===== src/rtl/ppu_pkg.sv =====
// Shared PPU-side definitions: sprite-DMA state encoding and the OAMDMA register constants.
package ppu_pkg;

  typedef enum logic [2:0] {
    IDLE  = 3'd0,
    HALT  = 3'd1,
    ALIGN = 3'd2,
    READ  = 3'd3,
    WRITE = 3'd4
  } dma_state_t;

  localparam logic [15:0] OAMDMA_ADDR = 16'h4014;
  localparam int unsigned OAM_BYTES   = 256;

  // True for a CPU write that hits the OAMDMA trigger register.
  function automatic logic is_oamdma_write(input logic [15:0] addr, input logic wr);
    return wr && (addr == OAMDMA_ADDR);
  endfunction

endpackage


===== src/rtl/oam_dma_engine.sv =====
// Sprite-DMA master: halts the CPU, reads one 256-byte CPU page and streams it into OAMDATA.
module oam_dma_engine
  import ppu_pkg::*;
#(
  parameter int unsigned XFER_LEN = OAM_BYTES,
  parameter int unsigned IDX_W    = 8
) (
  input  logic        Clk,
  input  logic        Reset_n,
  input  logic        cpu_ce,
  input  logic        dma_start,
  input  logic [7:0]  dma_page,
  input  logic [7:0]  mem_rdata,
  output logic [15:0] mem_addr,
  output logic        mem_rd,
  output logic        cpu_halt,
  output logic [7:0]  dma_data,
  output logic        dma_select,
  output logic        busy,
  output logic        done
);

  localparam logic [IDX_W-1:0] LAST_IDX = IDX_W'(XFER_LEN - 1);

  dma_state_t       state, state_d;
  logic [IDX_W-1:0] idx, idx_d;
  logic [7:0]       page_q, page_d;
  logic [7:0]       data_q, data_d;
  logic             parity;

  // State and datapath registers; everything advances only on a CPU cycle boundary.
  always_ff @(posedge Clk or negedge Reset_n) begin
    if (!Reset_n) begin
      state  <= IDLE;
      idx    <= '0;
      page_q <= '0;
      data_q <= '0;
    end else if (cpu_ce) begin
      state  <= state_d;
      idx    <= idx_d;
      page_q <= page_d;
      data_q <= data_d;
    end
  end

  // CPU cycle parity: 0 marks an even cycle, used to pick the extra alignment cycle.
  always_ff @(posedge Clk or negedge Reset_n) begin
    if (!Reset_n) begin
      parity <= 1'b0;
    end else if (cpu_ce) begin
      parity <= ~parity;
    end
  end

  // Next-state and output decode.
  always_comb begin
    state_d    = state;
    idx_d      = idx;
    page_d     = page_q;
    data_d     = data_q;
    mem_addr   = '0;
    mem_rd     = 1'b0;
    dma_select = 1'b0;
    done       = 1'b0;
    busy       = 1'b1;

    case (state)
      IDLE: begin
        busy = 1'b0;
        if (dma_start) begin
          page_d  = dma_page;
          idx_d   = '0;
          state_d = HALT;
        end
      end
      HALT: begin
        state_d = parity ? ALIGN : READ;
      end
      ALIGN: begin
        state_d = READ;
      end
      READ: begin
        mem_addr = {page_q, idx};
        mem_rd   = 1'b1;
        data_d   = mem_rdata;
        state_d  = WRITE;
      end
      WRITE: begin
        // Qualified by cpu_ce so the register block sees exactly one Clk-wide strobe.
        dma_select = cpu_ce;
        if (idx == LAST_IDX) begin
          done    = cpu_ce;
          idx_d   = '0;
          state_d = IDLE;
        end else begin
          idx_d   = idx + IDX_W'(1);
          state_d = READ;
        end
      end
      default: begin
        state_d = IDLE;
      end
    endcase

    cpu_halt = busy;
  end

  assign dma_data = data_q;

endmodule


===== config.mk =====
export PLATFORM = sky130hd
export DESIGN_NAME = oam_dma_engine
export DESIGN_NICKNAME = d
export VERILOG_FILES = /design/src/rtl/ppu_pkg.sv /design/src/rtl/oam_dma_engine.sv
export SDC_FILE = /design/constraint.sdc
export NUM_CORES = 1
export LEC_CHECK = 0
export ABC_CLOCK_PERIOD_IN_PS = 2100
export CORE_AREA = 2 2 58 66
export CTS_BUF_LIST = sky130_fd_sc_hd__clkbuf_4
export CTS_CLUSTER_SIZE = 24
export DETAILED_ROUTE_END_ITERATION = 10
export DIE_AREA = 0 0 60 68
export GPL_TIMING_DRIVEN = 0
export PLACE_DENSITY = 0.74
export SYNTH_ARGS = -nofsm -noshare
export SYNTH_HDL_FRONTEND = slang
export SYNTH_SLANG_ARGS = --single-unit

===== constraint.sdc =====
create_clock -name Clk -period 2.1 [get_ports Clk]
set_input_delay 0.42 -clock Clk [delete_from_list [all_inputs] [get_ports Clk]]
set_output_delay 0.42 -clock Clk [all_outputs]
set_load 0.02 [all_outputs]

# Yosys cells after proc, flatten, opt, wreduce, memory -nomap -nowiden
# Cells that the tools add are included.
totals:
  register_bits: 28
  out_inout_bits: 29
  input_bits: 20
  word_cells: 32
classes:
  mux: 13
  eq_ne: 6
  bitwise: 1
  n_reduce_logical: 6
  addsub: 1
op_table:
  columns: ["cell", "n"]
  rows:
  - ["2-to-1 mux 16 bit", 1]
  - ["2-to-1 mux 8 bit", 2]
  - ["one-hot mux 8 bit (2 select lines)", 1]
  - ["one-hot mux 3 bit (5 select lines)", 1]
  - ["adder 8 x 1 -> 8 bit (second input constant)", 1]
  - ["equality test 8 bit (second input constant)", 1]
  - ["equality test 3 x 2 -> 1 bit (second input constant)", 2]
  - ["2-to-1 mux 1 bit", 6]
  - ["AND reduction 3 bit", 2]
  - ["AND reduction 2 bit", 2]
  - ["equality test 3 x 1 -> 1 bit (second input constant)", 1]
  - ["equality test 3 bit (second input constant)", 1]
  - ["zero test 3 bit", 1]
  - ["2-to-1 mux 3 bit", 1]
  - ["2-to-1 mux 2 bit", 1]
  - ["!= test 2 bit (second input constant)", 1]
  - ["nonzero test 2 bit", 1]
  - ["NOT 1 bit", 1]

# Longest topological paths before layout
logic_depth:
  ltp_word: 3
  ltp_mapped: 6
  ltp_nobuf: 5

# Least setup slack after synthesis
# OpenSTA, ideal clock, no wires.
synth_path:
  path_kind: "in2out"
  from: "in cpu_ce"
  to: "out done"
  path_slack_ns: 0.042
  required_time_ns: 1.680
  cell_stages: 3
  arrival_time_ns: 1.638
  path_buffers: 1
  path_cell_list: "clkbuf_1 > or3b_2 > nor3_1"
synth_between:
  elab_chain_len: 2
synth_lines:
  columns: ["item", "line", "source"]
  rows:
  - ["from (decl)", "oam_dma_engine.sv:10", "input logic cpu_ce,"]
  - ["2-to-1 mux 1 bit", "oam_dma_engine.sv:91", "if (idx == LAST_IDX) begin"]
  - ["2-to-1 mux 1 bit", "oam_dma_engine.sv:67", "case (state)"]
  - ["to (decl)", "oam_dma_engine.sv:20", "output logic done"]
# Every way passes these cells.

# Worst setup path in the final report
layout_path:
  from: "reg state[0]"
  to: "out done"
layout_between:
  elab_chain_len: 2
layout_lines:
  columns: ["item", "line", "source"]
  rows:
  - ["from (decl)", "oam_dma_engine.sv:25", "dma_state_t state, state_d;"]
  - ["from (signal assigned)", "oam_dma_engine.sv:39", "state <= state_d;"]
  - ["equality test 3 bit", "oam_dma_engine.sv:67", null]
  - ["2-to-1 mux 1 bit", "oam_dma_engine.sv:67", null]
# Every way passes these cells.

==> reports/qor.csv <==
stage;metric;value;unit
run_status;status;complete, no violations;
power_and_ir_drop;Net Sw Power;0.000950;W
grt;vias in the first global route;1067;
critical_path;CP Capture Type;output pin;
finish;Final nets;210;
placement;placed cell count;231;
synthesis;Yosys reg bits;28;
synthesis;asr flop ratio synth;100;%
sta;Final Max Slew Viols;0;
finish;multi-input logic area;694;um2
sta;final hold vios;0;
sta;Final min period;2.06;ns
floorplanning;I/O pins;49;
power_and_ir_drop;maximum VDD drop;0.702;mV
grt;gr usage total;15.6;%
finish;share of layout cells above drive strength 1;33.0;%
detailed_routing;Detailed Routing Iterations Pass 1;4;
finish;finished layout cell area;2000;um2
detailed_routing;# DRC;0;
grt;grt total ovfl;0;
detailed_routing;Initial DRC Count;35;
placement;Detailed Place HPWL;2290;um
floorplanning;core area;3480;um2
synthesis;Post-synth EDFFs;0;
detailed_routing;post-route ant nets;0;
sta;final worst path period share;97.9;%
synthesis;mapped cell area;1410;um2
placement;port buffer count;47;
worst_hold_path;hold crit path type;in2async;
synthesis;Mean Syn Cell Area;10.5;um2
sta;Fin Hold WS;0.0867;ns
power_and_ir_drop;sw frac;38.3;%
finish;register area;702;um2
power_and_ir_drop;Leak;0.908;nW
synthesis;top post-synthesis cells by area;dfrtp_1 50%, mux2_2 13%, and2_1 7.6%;
cts;clock sink total;28;
synthesis;share of the synthesized area in the top cell type;49.8;%
power_and_ir_drop;Reg power frac;38.1;%
floorplanning;Die Y;68;um
floorplanning;Site Rows;23;
synthesis;Commonest cells post-synth;28 x dfrtp_1, 17 x and2_1, 16 x mux2_2;
sta;Clock Skew;0.00243;ns
synthesis;count leader, synth;dfrtp_1;
sta;worst rel slew slack;57.2;%
cts;Bufs on Longest Clock Path;2;
cts;H-tree lvl count;1;
cts;CTS tree;done;
cts;Root Buffer;clkbuf_4;
finish;Area Growth Syn to Fin;42.0;%
floorplanning;chip width;60;um
critical_path;worst endpoint required time;1.68;ns
floorplanning;Initial Utilization;40.4;%
sta;fmax;486;MHz
grt;first-pass GRT wire length;4690;um
synthesis;Seq/Total Area, Yosys;49.8;%
floorplanning;die area;4080;um2
detailed_routing;via/cell ratio;5.00;
synthesis;Synth area leader;dfrtp_1;
cts;clk_lat worst skew;0.32;ns
sta;slew at the pin with the worst max-slew slack;0.637;ns
critical_path;critical path peak fanout;9;
grt;initial antenna violation count;0;
finish;final design utilization;57.4;%
placement;placed instance area;1940;um2
critical_path;worst setup path class;reg2out;
grt;largest net degree at the start of global routing;29;
finish;Antenna diodes;0;
cts;Num CTS Buffers;3;
finish;Fillers;325;
sta;RSZ-0062 raised after global routing;true;
run;max-cap violation count;0;
finish;non-filler instance count after layout;238;
critical_path;CP Data Arrival Time;1.64;ns
detailed_routing;Vias;1190;
power_and_ir_drop;pwr dens;1240;nW/um2
power_and_ir_drop;power share of the clock group;9.0;%
power_and_ir_drop;overall power;0.00248;W
synthesis;post-synthesis cell count;134;
power_and_ir_drop;Int Power;0.00153;W
power_and_ir_drop;Logic pwr share;52.9;%
synthesis;Synth warnings;0;
synthesis;Synth Net Count;155;
synthesis;Main synth FF type;dfrtp_1;
placement;GP Congestion;0.876;
sta;Finish-stage setup viols;0;
synthesis;Cell variety after synth;37;
critical_path;startpoint types;flop;
cts;clock-pin slew on the worst setup and hold paths;0.14;ns
detailed_routing;Routed WL;3260;um
detailed_routing;drt wl/cell;13.7;um
==> layer usage <==
layer	global-route usage [%]	routed length [um]	up-vias
met5	0	0	-
met4	5.83	47	0
met3	2.84	177	4
met2	28.7	1750	36
met1	17.6	1290	569
li1	-	-	581
==> registers in the layout, summed over array words and instances (netlist names) <==
register and flops:
dma_data 8, idx 8, page_q 8, parity 1, state 3
==> cell families (layout without fill, tap and decap cells) <==
kind of cell               count (synthesis)  count (layout)  share of synthesized area, %
buffers and inverters                     12              65                          3.82
and+or+nand+nor                           53              54                          21.3
xor gates and xnor gates                   2               2                          1.24
AOI/OAI and AO/OA                         21              21                          9.42
muxes                                     17              17                          13.5
DFF                                       28              28                          49.8
adders and majority gates                  1               1                         0.889
==> path summary, 6_finish.rpt <==
kind / from / end / slack, ns / depth (start not counted)
worst max-delay path: state[0] / done / 0.04 / 4
worst min-delay path: Reset_n / state[1] / 0.09 / 1
worst max register to register: state[1] / idx[7] / 0.31 / 5
worst min register to register: parity / parity / 0.48 / 1
max in group asynchronous: Reset_n / state[1] / 1.58 / 1
min in group Clk: cpu_ce / parity / 0.45 / 2
==> cell usage in the layout (no fill, tap or decap), types with 2 or more instances in the layout <==
master,count
a21oi_1,3
and2_1,15
and2_4,2
and3_4,2
buf_2,3
buf_4,13
buf_6,4
clkbuf_2,8
clkbuf_4,3
clkdlybuf4s15_1,2
clkdlybuf4s50_1,25
dfrtp_1,27
inv_1,2
mux2_2,16
nand2_1,12
nand3_1,3
nor2_1,2
nor3_1,2
o21ai_0,8
or3_1,4
==> power groups by stage <==
| stage | sequential [W] | clock (W) | combinational (W) |
|---|---|---|---|
| 2_1_floorplan | 0.000988 | 0 | 0.000654 |
| 3_5_place_dp | 0.000926 | 0 | 0.00123 |
| 6_report | 0.000945 | 0.000223 | 0.00131 |
| 4_1_cts | 0.000931 | 0.000235 | 0.00120 |
| 5_1_grt | 0.000975 | 0.000268 | 0.00141 |
| 3_3_place_gp | 0.000909 | 0 | 0.00120 |
==> area by class of cell <==
class / count / share of cell area [%]
Sequential cell: 28 / 35.1
Multi-Input combinational cell: 95 / 34.7
Timing Repair Buffer: 52 / 22.4
Tap cell: 50 / 3.13
Buffer: 6 / 2.50
Clock buffer: 3 / 1.13
Inverter: 3 / 0.814
Clock inverter: 1 / 0.188
==> repair_timing <==
| action | in CTS | in global routing |
|---|---|---|
| hold buffers | 0 | 0 |
| endpoints found under the setup margin | 21 | 20 |
| pin swaps | 0 | 3 |
| gates cloned | 0 | 1 |
| buffers inserted | 1 | 4 |
| resized for setup | 80 | 28 |
| hold endpoints to repair | 0 | 0 |
==> per-stage QoR <==
step           TNS, ns  setup WS (ns)
3_3_place_gp     -6.48         -0.521
3_5_place_dp     -7.38         -0.583
6_report             0         0.0440
2_1_floorplan        0         0.0422
5_1_grt        -0.0550        -0.0413
4_1_cts        -0.0175        -0.0175
==> worst max-delay path: stages (launching register included) <==
cell and delay (ns):
dfrtp_1 0.44, buf_6 0.15, or3b_4 0.39, nor3_4 0.20
buf_6 0.14
(Power assumes the default switching activity.)
